[src/rtl/dcs_sel_ctrl.sv]
// dcs_sel_ctrl: break-before-make select controller in front of a Gowin_DCS clock mux.
// It converts a requested source index into a one-hot clksel. Between sources it holds
// clksel all-zero for a gate window, then waits a settle window before signalling done.
// It also watches the synchronized per-source health and falls back to a safe source
// when the active one goes bad.
//
// state    | meaning
// ---------+-------------------------------------------------------------
// ST_IDLE  | clksel = onehot(cur_sel); accepts requests or starts fallback
// ST_OFF   | clksel = 0; gate window of OFF_CYCLES cycles
// ST_SETTLE| clksel = onehot(target); settle window of SETTLE_CYCLES cycles
module dcs_sel_ctrl #(
    parameter int unsigned OFF_CYCLES    = 8,
    parameter int unsigned SETTLE_CYCLES = 16,
    parameter int unsigned RESET_SEL     = 0,
    parameter int unsigned FALLBACK_SEL  = 0
) (
    input  logic       i_clk,
    input  logic       i_rst_n,
    input  logic       i_req_valid,
    input  logic [1:0] i_req_sel,
    output logic       o_req_ready,
    input  logic [3:0] i_clk_ok,
    output logic [3:0] o_clksel,
    output logic [1:0] o_cur_sel,
    output logic       o_busy,
    output logic       o_done,
    output logic       o_err,
    output logic       o_fallback
);

    typedef enum logic [1:0] {
        ST_IDLE   = 2'd0,
        ST_OFF    = 2'd1,
        ST_SETTLE = 2'd2
    } state_t;

    localparam logic [1:0] RESET_IDX   = 2'(RESET_SEL);
    localparam logic [1:0] FB_IDX      = 2'(FALLBACK_SEL);
    localparam logic [7:0] OFF_LOAD    = 8'(OFF_CYCLES - 1);
    localparam logic [7:0] SETTLE_LOAD = 8'(SETTLE_CYCLES - 1);

    function automatic logic [3:0] onehot(input logic [1:0] idx);
        onehot = 4'b0001 << idx;
    endfunction

    logic       r_rst_meta;
    logic       r_rst_sync;
    logic       w_rst_n;
    logic [3:0] r_ok_meta;
    logic [3:0] r_ok_sync;

    state_t     r_state;
    state_t     w_state_nxt;
    logic [7:0] r_cnt;
    logic [7:0] w_cnt_nxt;
    logic [1:0] r_target;
    logic [1:0] w_target_nxt;
    logic [3:0] r_clksel;
    logic [3:0] w_clksel_nxt;
    logic [1:0] r_cur_sel;
    logic [1:0] w_cur_sel_nxt;
    logic       r_done;
    logic       w_done_nxt;
    logic       r_err;
    logic       w_err_nxt;
    logic       r_fallback;
    logic       w_fallback_nxt;

    logic       w_fb_need;
    logic       w_accept;

    // Reset is asserted asynchronously but released only on a clock edge.
    always_ff @(posedge i_clk or negedge i_rst_n) begin
        if (!i_rst_n) begin
            r_rst_meta <= 1'b0;
            r_rst_sync <= 1'b0;
        end else begin
            r_rst_meta <= 1'b1;
            r_rst_sync <= r_rst_meta;
        end
    end

    assign w_rst_n = r_rst_sync;

    // Two-flop synchronizer for the asynchronous per-source health flags.
    always_ff @(posedge i_clk or negedge w_rst_n) begin
        if (!w_rst_n) begin
            r_ok_meta <= 4'b0000;
            r_ok_sync <= 4'b0000;
        end else begin
            r_ok_meta <= i_clk_ok;
            r_ok_sync <= r_ok_meta;
        end
    end

    // The fallback source is never itself a fallback trigger, so a dead fallback cannot loop.
    assign w_fb_need   = !r_ok_sync[r_cur_sel] && (r_cur_sel != FB_IDX);
    assign o_req_ready = (r_state == ST_IDLE) && !w_fb_need;
    assign w_accept    = i_req_valid && o_req_ready;

    // State and datapath registers; everything returns to the reset selection immediately.
    always_ff @(posedge i_clk or negedge w_rst_n) begin
        if (!w_rst_n) begin
            r_state    <= ST_IDLE;
            r_cnt      <= 8'd0;
            r_target   <= RESET_IDX;
            r_clksel   <= onehot(RESET_IDX);
            r_cur_sel  <= RESET_IDX;
            r_done     <= 1'b0;
            r_err      <= 1'b0;
            r_fallback <= 1'b0;
        end else begin
            r_state    <= w_state_nxt;
            r_cnt      <= w_cnt_nxt;
            r_target   <= w_target_nxt;
            r_clksel   <= w_clksel_nxt;
            r_cur_sel  <= w_cur_sel_nxt;
            r_done     <= w_done_nxt;
            r_err      <= w_err_nxt;
            r_fallback <= w_fallback_nxt;
        end
    end

    // Next-state logic: fallback beats requests; the gate and settle windows are down-counters.
    always_comb begin
        w_state_nxt    = r_state;
        w_cnt_nxt      = r_cnt;
        w_target_nxt   = r_target;
        w_clksel_nxt   = r_clksel;
        w_cur_sel_nxt  = r_cur_sel;
        w_done_nxt     = 1'b0;
        w_err_nxt      = 1'b0;
        w_fallback_nxt = 1'b0;

        case (r_state)
            ST_IDLE: begin
                if (w_fb_need) begin
                    w_target_nxt   = FB_IDX;
                    w_fallback_nxt = 1'b1;
                    w_state_nxt    = ST_OFF;
                    w_clksel_nxt   = 4'b0000;
                    w_cnt_nxt      = OFF_LOAD;
                end else if (w_accept) begin
                    if (i_req_sel == r_cur_sel) begin
                        w_done_nxt = 1'b1;
                    end else if (!r_ok_sync[i_req_sel]) begin
                        w_err_nxt = 1'b1;
                    end else begin
                        w_target_nxt = i_req_sel;
                        w_state_nxt  = ST_OFF;
                        w_clksel_nxt = 4'b0000;
                        w_cnt_nxt    = OFF_LOAD;
                    end
                end
            end

            ST_OFF: begin
                if (r_cnt == 8'd0) begin
                    w_state_nxt   = ST_SETTLE;
                    w_clksel_nxt  = onehot(r_target);
                    w_cur_sel_nxt = r_target;
                    w_cnt_nxt     = SETTLE_LOAD;
                end else begin
                    w_cnt_nxt = r_cnt - 8'd1;
                end
            end

            ST_SETTLE: begin
                if (r_cnt == 8'd0) begin
                    w_state_nxt = ST_IDLE;
                    w_done_nxt  = 1'b1;
                end else begin
                    w_cnt_nxt = r_cnt - 8'd1;
                end
            end

            default: begin
                w_state_nxt = ST_IDLE;
            end
        endcase
    end

    assign o_clksel   = r_clksel;
    assign o_cur_sel  = r_cur_sel;
    assign o_busy     = (r_state != ST_IDLE);
    assign o_done     = r_done;
    assign o_err      = r_err;
    assign o_fallback = r_fallback;

endmodule

[config.mk]
export PLATFORM = sky130hd
export DESIGN_NAME = dcs_sel_ctrl
export DESIGN_NICKNAME = d
export VERILOG_FILES = /design/src/rtl/dcs_sel_ctrl.sv
export SDC_FILE = /design/constraint.sdc
export NUM_CORES = 1
export LEC_CHECK = 0
export CAP_MARGIN = 20
export CORE_UTILIZATION = 58
export DETAILED_ROUTE_END_ITERATION = 6
export HOLD_SLACK_MARGIN = 0.1
export PLACE_DENSITY = 0.83
export SLEW_MARGIN = 20
export SYNTH_ARGS = -nofsm -noshare
export SYNTH_HDL_FRONTEND = slang
export SYNTH_SLANG_ARGS = --single-unit
[constraint.sdc]
create_clock -name i_clk -period 2.7 [get_ports i_clk]
set_clock_uncertainty 0.05 [all_clocks]
set_input_delay 0.54 -clock i_clk [delete_from_list [all_inputs] [get_ports i_clk]]
set_output_delay 0.54 -clock i_clk [all_outputs]
set_load 0.01 [all_outputs]
* Word-level counts from Yosys, hierarchy flattened
Cells that the tools add are included.
** Word-level totals
- Input bits :: 9
- RAM bits :: 0
- Bits in latches :: 0
- Bits in read-only memories :: 0
- Output and inout port bits :: 11
- Register bits after elaboration :: 31
- Memories kept :: 0
** Cells by class
- Bitwise operators :: 0
- Multipliers :: 0
- $lt $le $gt $ge :: 2
- Add/sub/neg operators :: 1
- Equal/unequal tests :: 10
- Divide/modulo/power cells :: 0
- Multiplexer cells :: 40
- Reduce and logical (&&, ||, !) cells :: 18
- Shifts and indexed selects :: 1
** Operators with widths (number)
- $mux 8 :: 6
- $pmux 8 s3 :: 1
- $mux 2 :: 10
- $mux 4 :: 5
- $reduce_and 5->1 :: 3
- $mux 1 :: 13
- $reduce_bool 2->1 :: 5
- $logic_not 8->1 :: 1
- $ne 2x2->1 const B :: 4
- $pmux 4 s2 :: 1
- $sub 8x1->8 const B :: 1
- $lt 2x3->1 const B :: 2
- $ne 3x3->1 const B :: 2
- $pmux 2 s3 :: 1
- $bmux 1 s2 :: 2
- $reduce_and 4->1 :: 1
- $shl 1x2->4 const A :: 1
- $logic_and 1x1->1 :: 3
- $ne 3x2->1 const B :: 1
- $reduce_bool 3->1 :: 1
- $eq 2x1->1 const B :: 1
- $eq 2x2->1 :: 1
- $eq 2x2->1 const B :: 1
- $logic_not 1->1 :: 2
- other kinds (3) :: 3

* Longest topological paths before layout
- Word-level depth :: 10
- Mapped depth :: 7

* Worst setup path before layout
No wires, ideal clock.
- Path kind :: reg2reg
- From :: register r_cnt[0]
- To :: register r_clksel[1], in the netlist o_clksel[1]
- Data required time :: 2.525 ns
- Arrival time :: 1.839 ns
- Path slack :: 0.686 ns
- Cell stages (with the launch flop) :: 8
- Cell sequence :: dfrtp_1 -> inv_1 -> ha_1 -> or4b_4 -> nor2_4 -> nand2_4 -> a21oi_4 -> mux2_4
** On the way
- Cells in the longest elaborated chain, start to end :: 3
** RTL lines
- start, declared :: line 55 : logic [7:0] r_cnt;
- start signal, assigned :: line 115 : r_cnt <= w_cnt_nxt;
- $logic_not 8->1 :: line 159 : if (r_cnt == 8'd0) begin
- $ne 2x2->1 (no source line)
- $reduce_and 5->1 (no source line)
- end signal, assigned :: line 108 : r_clksel <= onehot(RESET_IDX);
- end signal, assigned :: line 117 : r_clksel <= w_clksel_nxt;
- end, declared :: line 59 : logic [3:0] r_clksel;
No other way between the ends.
A chain may end at the register's enable or synchronous reset.

* Final worst setup path
- From :: register r_state[1]
- To :: output port o_req_ready
** On the way
- Cells in the longest elaborated chain, start to end :: 2
** RTL lines
- start, declared :: line 53 : state_t r_state;
- start signal, assigned :: line 114 : r_state <= w_state_nxt;
- $logic_not 2->1 :: line 99 : assign o_req_ready = (r_state == ST_IDLE) && !w_fb_need;
- $logic_and 1x1->1 :: line 99
- end, declared :: line 22 : output logic o_req_ready,
No other way between the ends.

==> impl_table.tex <==
\begin{tabular}{lr}
\hline
Metric & Value \\
\hline
\multicolumn{2}{l}{\textbf{Timing}} \\
Final Hold Vio Count & 0 \\
Worst hold margin & 118 ps \\
Max Slew Vio Count & 0 \\
Share of the cycle needed by the critical path after routing & 0.966 \\
Final worst path period need & 2610 ps \\
Endpoints failing setup & 0 \\
Maximum clock frequency & about 380 MHz \\
RSZ-0062 raised after global routing & no \\
Worst Max-Slew Pin Slew & around 660 ps \\
Normalized max-slew margin & 0.558 \\
Final TNS setup & 0 ps \\
\multicolumn{2}{l}{\textbf{Global routing}} \\
M2 GR Usage & 0.390 \\
Maximum number of pins on one net before global-route repair & 20 \\
Met3 global-route usage & 0.0948 \\
First-pass GRT wire length & 4.89 mm \\
Met1 routing resource usage after global routing & 0.308 \\
Number of global-route vias before repair & 1,059 \\
Aggregate global-route resource usage & 0.255 \\
Overall overflow remaining after global route & 0 \\
Initial antenna violation count & 0 \\
GRT Max-Usage Layer & met2 \\
\multicolumn{2}{l}{\textbf{Synthesis}} \\
Yosys warning total & 0 \\
Average cell area after synthesis & roughly 12 um\^{}2 \\
Yosys top cell area share & 0.497 \\
Most frequent cell after synthesis & dfrtp\_1 \\
Post-Synthesis Cells & 126 \\
Commonest cells post-synth & dfrtp\_1, nor2\_1, a21oi\_1, inv\_1, nand2\_1 \\
Prevailing post-synth register cell & dfrtp\_1 \\
Register area share after synthesis & 0.514 \\
Synthesis-stage register bit count & 31 \\
Distinct cell type count of the synthesized netlist & 44 \\
Number of nets produced by synthesis & 141 \\
Fraction of synthesis flops using an asynchronous set or reset pin & 1.00 \\
Basic-gate share of the synthesized area counting and, or, nand and nor cells & 0.136 \\
Mux cell area share after synthesis & 0.0861 \\
Dominant cell type by area after synthesis & dfrtp\_1 \\
Xor and xnor area share after synthesis & 0.0174 \\
Number of synthesized flops with an enable pin & 0 \\
Adder-cell area share of the yosys netlist & 0.0497 \\
Cell types with the largest area share after synthesis & dfrtp\_1, ha\_1, mux2\_4 \\
Share of the synthesized area in compound gates (AO/OA/AOI/OAI) & 0.177 \\
Largest family of logic cells by synthesized area & compound AO/OA/AOI/OAI gates \\
Mapped Area & 0.00151 mm\^{}2 \\
\multicolumn{2}{l}{\textbf{Routing}} \\
Starting DRT DRC Count & 39 \\
DRC violations left & 0 \\
Aggregate routed wire length & 2.97 mm \\
Post-detailed-route count of antenna-violating nets & 0 \\
Vias after detailed routing & 1,101 \\
Average wire per standard cell & 16.1 um \\
1st-pass router iterations & 4 \\
Vias per cell & 5.98 \\
\multicolumn{2}{l}{\textbf{Clocking}} \\
Number of setup buffers added after CTS & 0 \\
Post-cts sizing count & 0 \\
Post-CTS Hold Buffers & 0 \\
CTS tree & built \\
Clock latency on the worst-skew pair & 340 ps \\
H-Tree Level Count & 2 \\
CTS sink count & 31 \\
CTS clock-pin slew for the worst setup and hold paths & 100 ps \\
Largest buffer count on any clock path & 2 \\
Root Buffer Master & clkbuf\_4 \\
Number of buffers added by the clock tree synthesis step & 5 \\
\multicolumn{2}{l}{\textbf{Floorplanning}} \\
Number of standard-cell rows in the floorplan & 18 \\
Area enclosed by the die boundary & 0.00281 mm\^{}2 \\
I/O pin count & 20 \\
Die span in y & 53.1 um \\
Starting density of the core & 0.610 \\
Horizontal extent of the die & 53.1 um \\
Area inside the core boundary & 0.00248 mm\^{}2 \\
\multicolumn{2}{l}{\textbf{Worst hold path}} \\
Classification of the worst-slack hold path & reg -> async \\
\multicolumn{2}{l}{\textbf{Pwr}} \\
Power, Total & 2.18 mW \\
Peak ir drop on the vdd network & about 0.77 mV \\
Power density cells & 1200 mW/mm\^{}2 \\
Leakage component of the power & 0.821 nW \\
\multicolumn{2}{l}{\textbf{Critical path}} \\
Critical Path End Type & output port \\
Worst setup SP type & flip-flop \\
Critical path data required time & 2110 ps \\
R2R Setup Slk & 490 ps \\
Worst path arrival time & 2020 ps \\
Highest net fanout along the worst path & 5 \\
Worst setup path class & reg -> out \\
\multicolumn{2}{l}{\textbf{Final layout}} \\
Share of cells above drive strength 1 & 0.201 \\
Syn-to-layout area delta & 19.8\% \\
Finished Core Util & 0.731 \\
Post-route cell area & 0.00181 mm\^{}2 \\
Layout net count & around 170 \\
Count of inserted antenna diode cells & 0 \\
\multicolumn{2}{l}{\textbf{Place}} \\
HPWL after detailed placement & 2.18 mm \\
RePlAce Congestion & $\sim$0.81 \\
Dpl cell area & $\sim$0.0018 mm\^{}2 \\
Total of buffers placed on input and output ports & 19 \\
\multicolumn{2}{l}{\textbf{Job}} \\
Total of max-cap violations & 0 \\
\multicolumn{2}{l}{\textbf{Outcome}} \\
Outcome & finished, final reports clean \\
\hline
\end{tabular}
==> cells by family (layout without fill, tap and decap cells) <==
kind of cell,count (synthesis),in the layout
flops,31,31
fa+ha+maj,6,6
buf+inv,7,35
simple gates,35,35
other cells,1,1
compound gates,34,34
mux,9,9
xor+xnor,3,3
==> worst max-delay path, stage by stage, from the launching register on <==
cell and delay, ps:
dfrtp_1 430, inv_1 130, ha_1 250, inv_1 120
a211oi_2 190, clkdlybuf4s50_1 570
==> flip-flops by register name (all words and copies together) (netlist names) <==
| register | cells |
|---|---|
| r_cnt | 8 |
| o_clksel | 4 |
| r_ok_meta | 4 |
| r_ok_sync | 4 |
| o_cur_sel | 2 |
| r_state | 2 |
| r_target | 2 |
| o_done | 1 |
| o_err | 1 |
| o_fallback | 1 |
| r_rst_meta | 1 |
| r_rst_sync | 1 |
==> layout by cell type (no fill, tap or decap), types with 3 or more instances in the layout <==
master / count
a21oi_1: 7
a31oi_1: 3
clkbuf_4: 5
clkdlybuf4s50_1: 19
dfrtp_1: 30
ha_1: 6
inv_1: 7
mux2_4: 5
nand2_1: 7
nor2_1: 8
nor3_1: 5
nor3b_1: 3
o21ai_0: 5
==> layer usage <==
layer	share of wire	vias up
met1	0.42	535
met5	0	-
met2	0.49	36
li1	-	518
met3	0.058	12
met4	0.030	0
==> per-stage QoR <==
stage | worst slack [ps] | std cells
floorplan | 686 | 126
global placement | 147 | 177
detailed placement | 97.5 | 177
CTS | 105 | 184
global route | 8.87 | 184
finish | 91.5 | 184
==> final cells by class <==
| type | count | area (um^2) |
|---|---|---|
| Multi-Input combinational cell | 88 | 708 |
| Clock buffer | 6 | 51.3 |
| Sequential cell | 31 | 777 |
| Fill cell | 186 | 667 |
| Inverter | 7 | 26.3 |
| Tap cell | 30 | 37.5 |
| Timing Repair Buffer | 21 | 205 |
| Clock inverter | 1 | 5.00 |
==> where the power goes <==
group | leakage [nW] | switching [mW] | internal [mW] | total [mW]
Clock | 0.0341 | 0.154 | 0.120 | 0.275
Sequential | 0.389 | 0.144 | 0.599 | 0.742
Combinational | 0.398 | 0.588 | 0.570 | 1.16
==> path summary, 6_finish.rpt <==
path	startpoint	endpoint	depth (start not counted)
max	r_state[1]	o_req_ready	5
min in group i_clk	r_ok_meta[0]	r_ok_sync[0]	0
min reg2reg	r_rst_sync	r_state[1]	0
min	r_rst_sync	r_state[1]	0
max in group asynchronous	r_rst_sync	o_clksel[0]	1
max reg2reg	r_state[1]	r_cnt[6]	6
(Power assumes the default switching activity.)
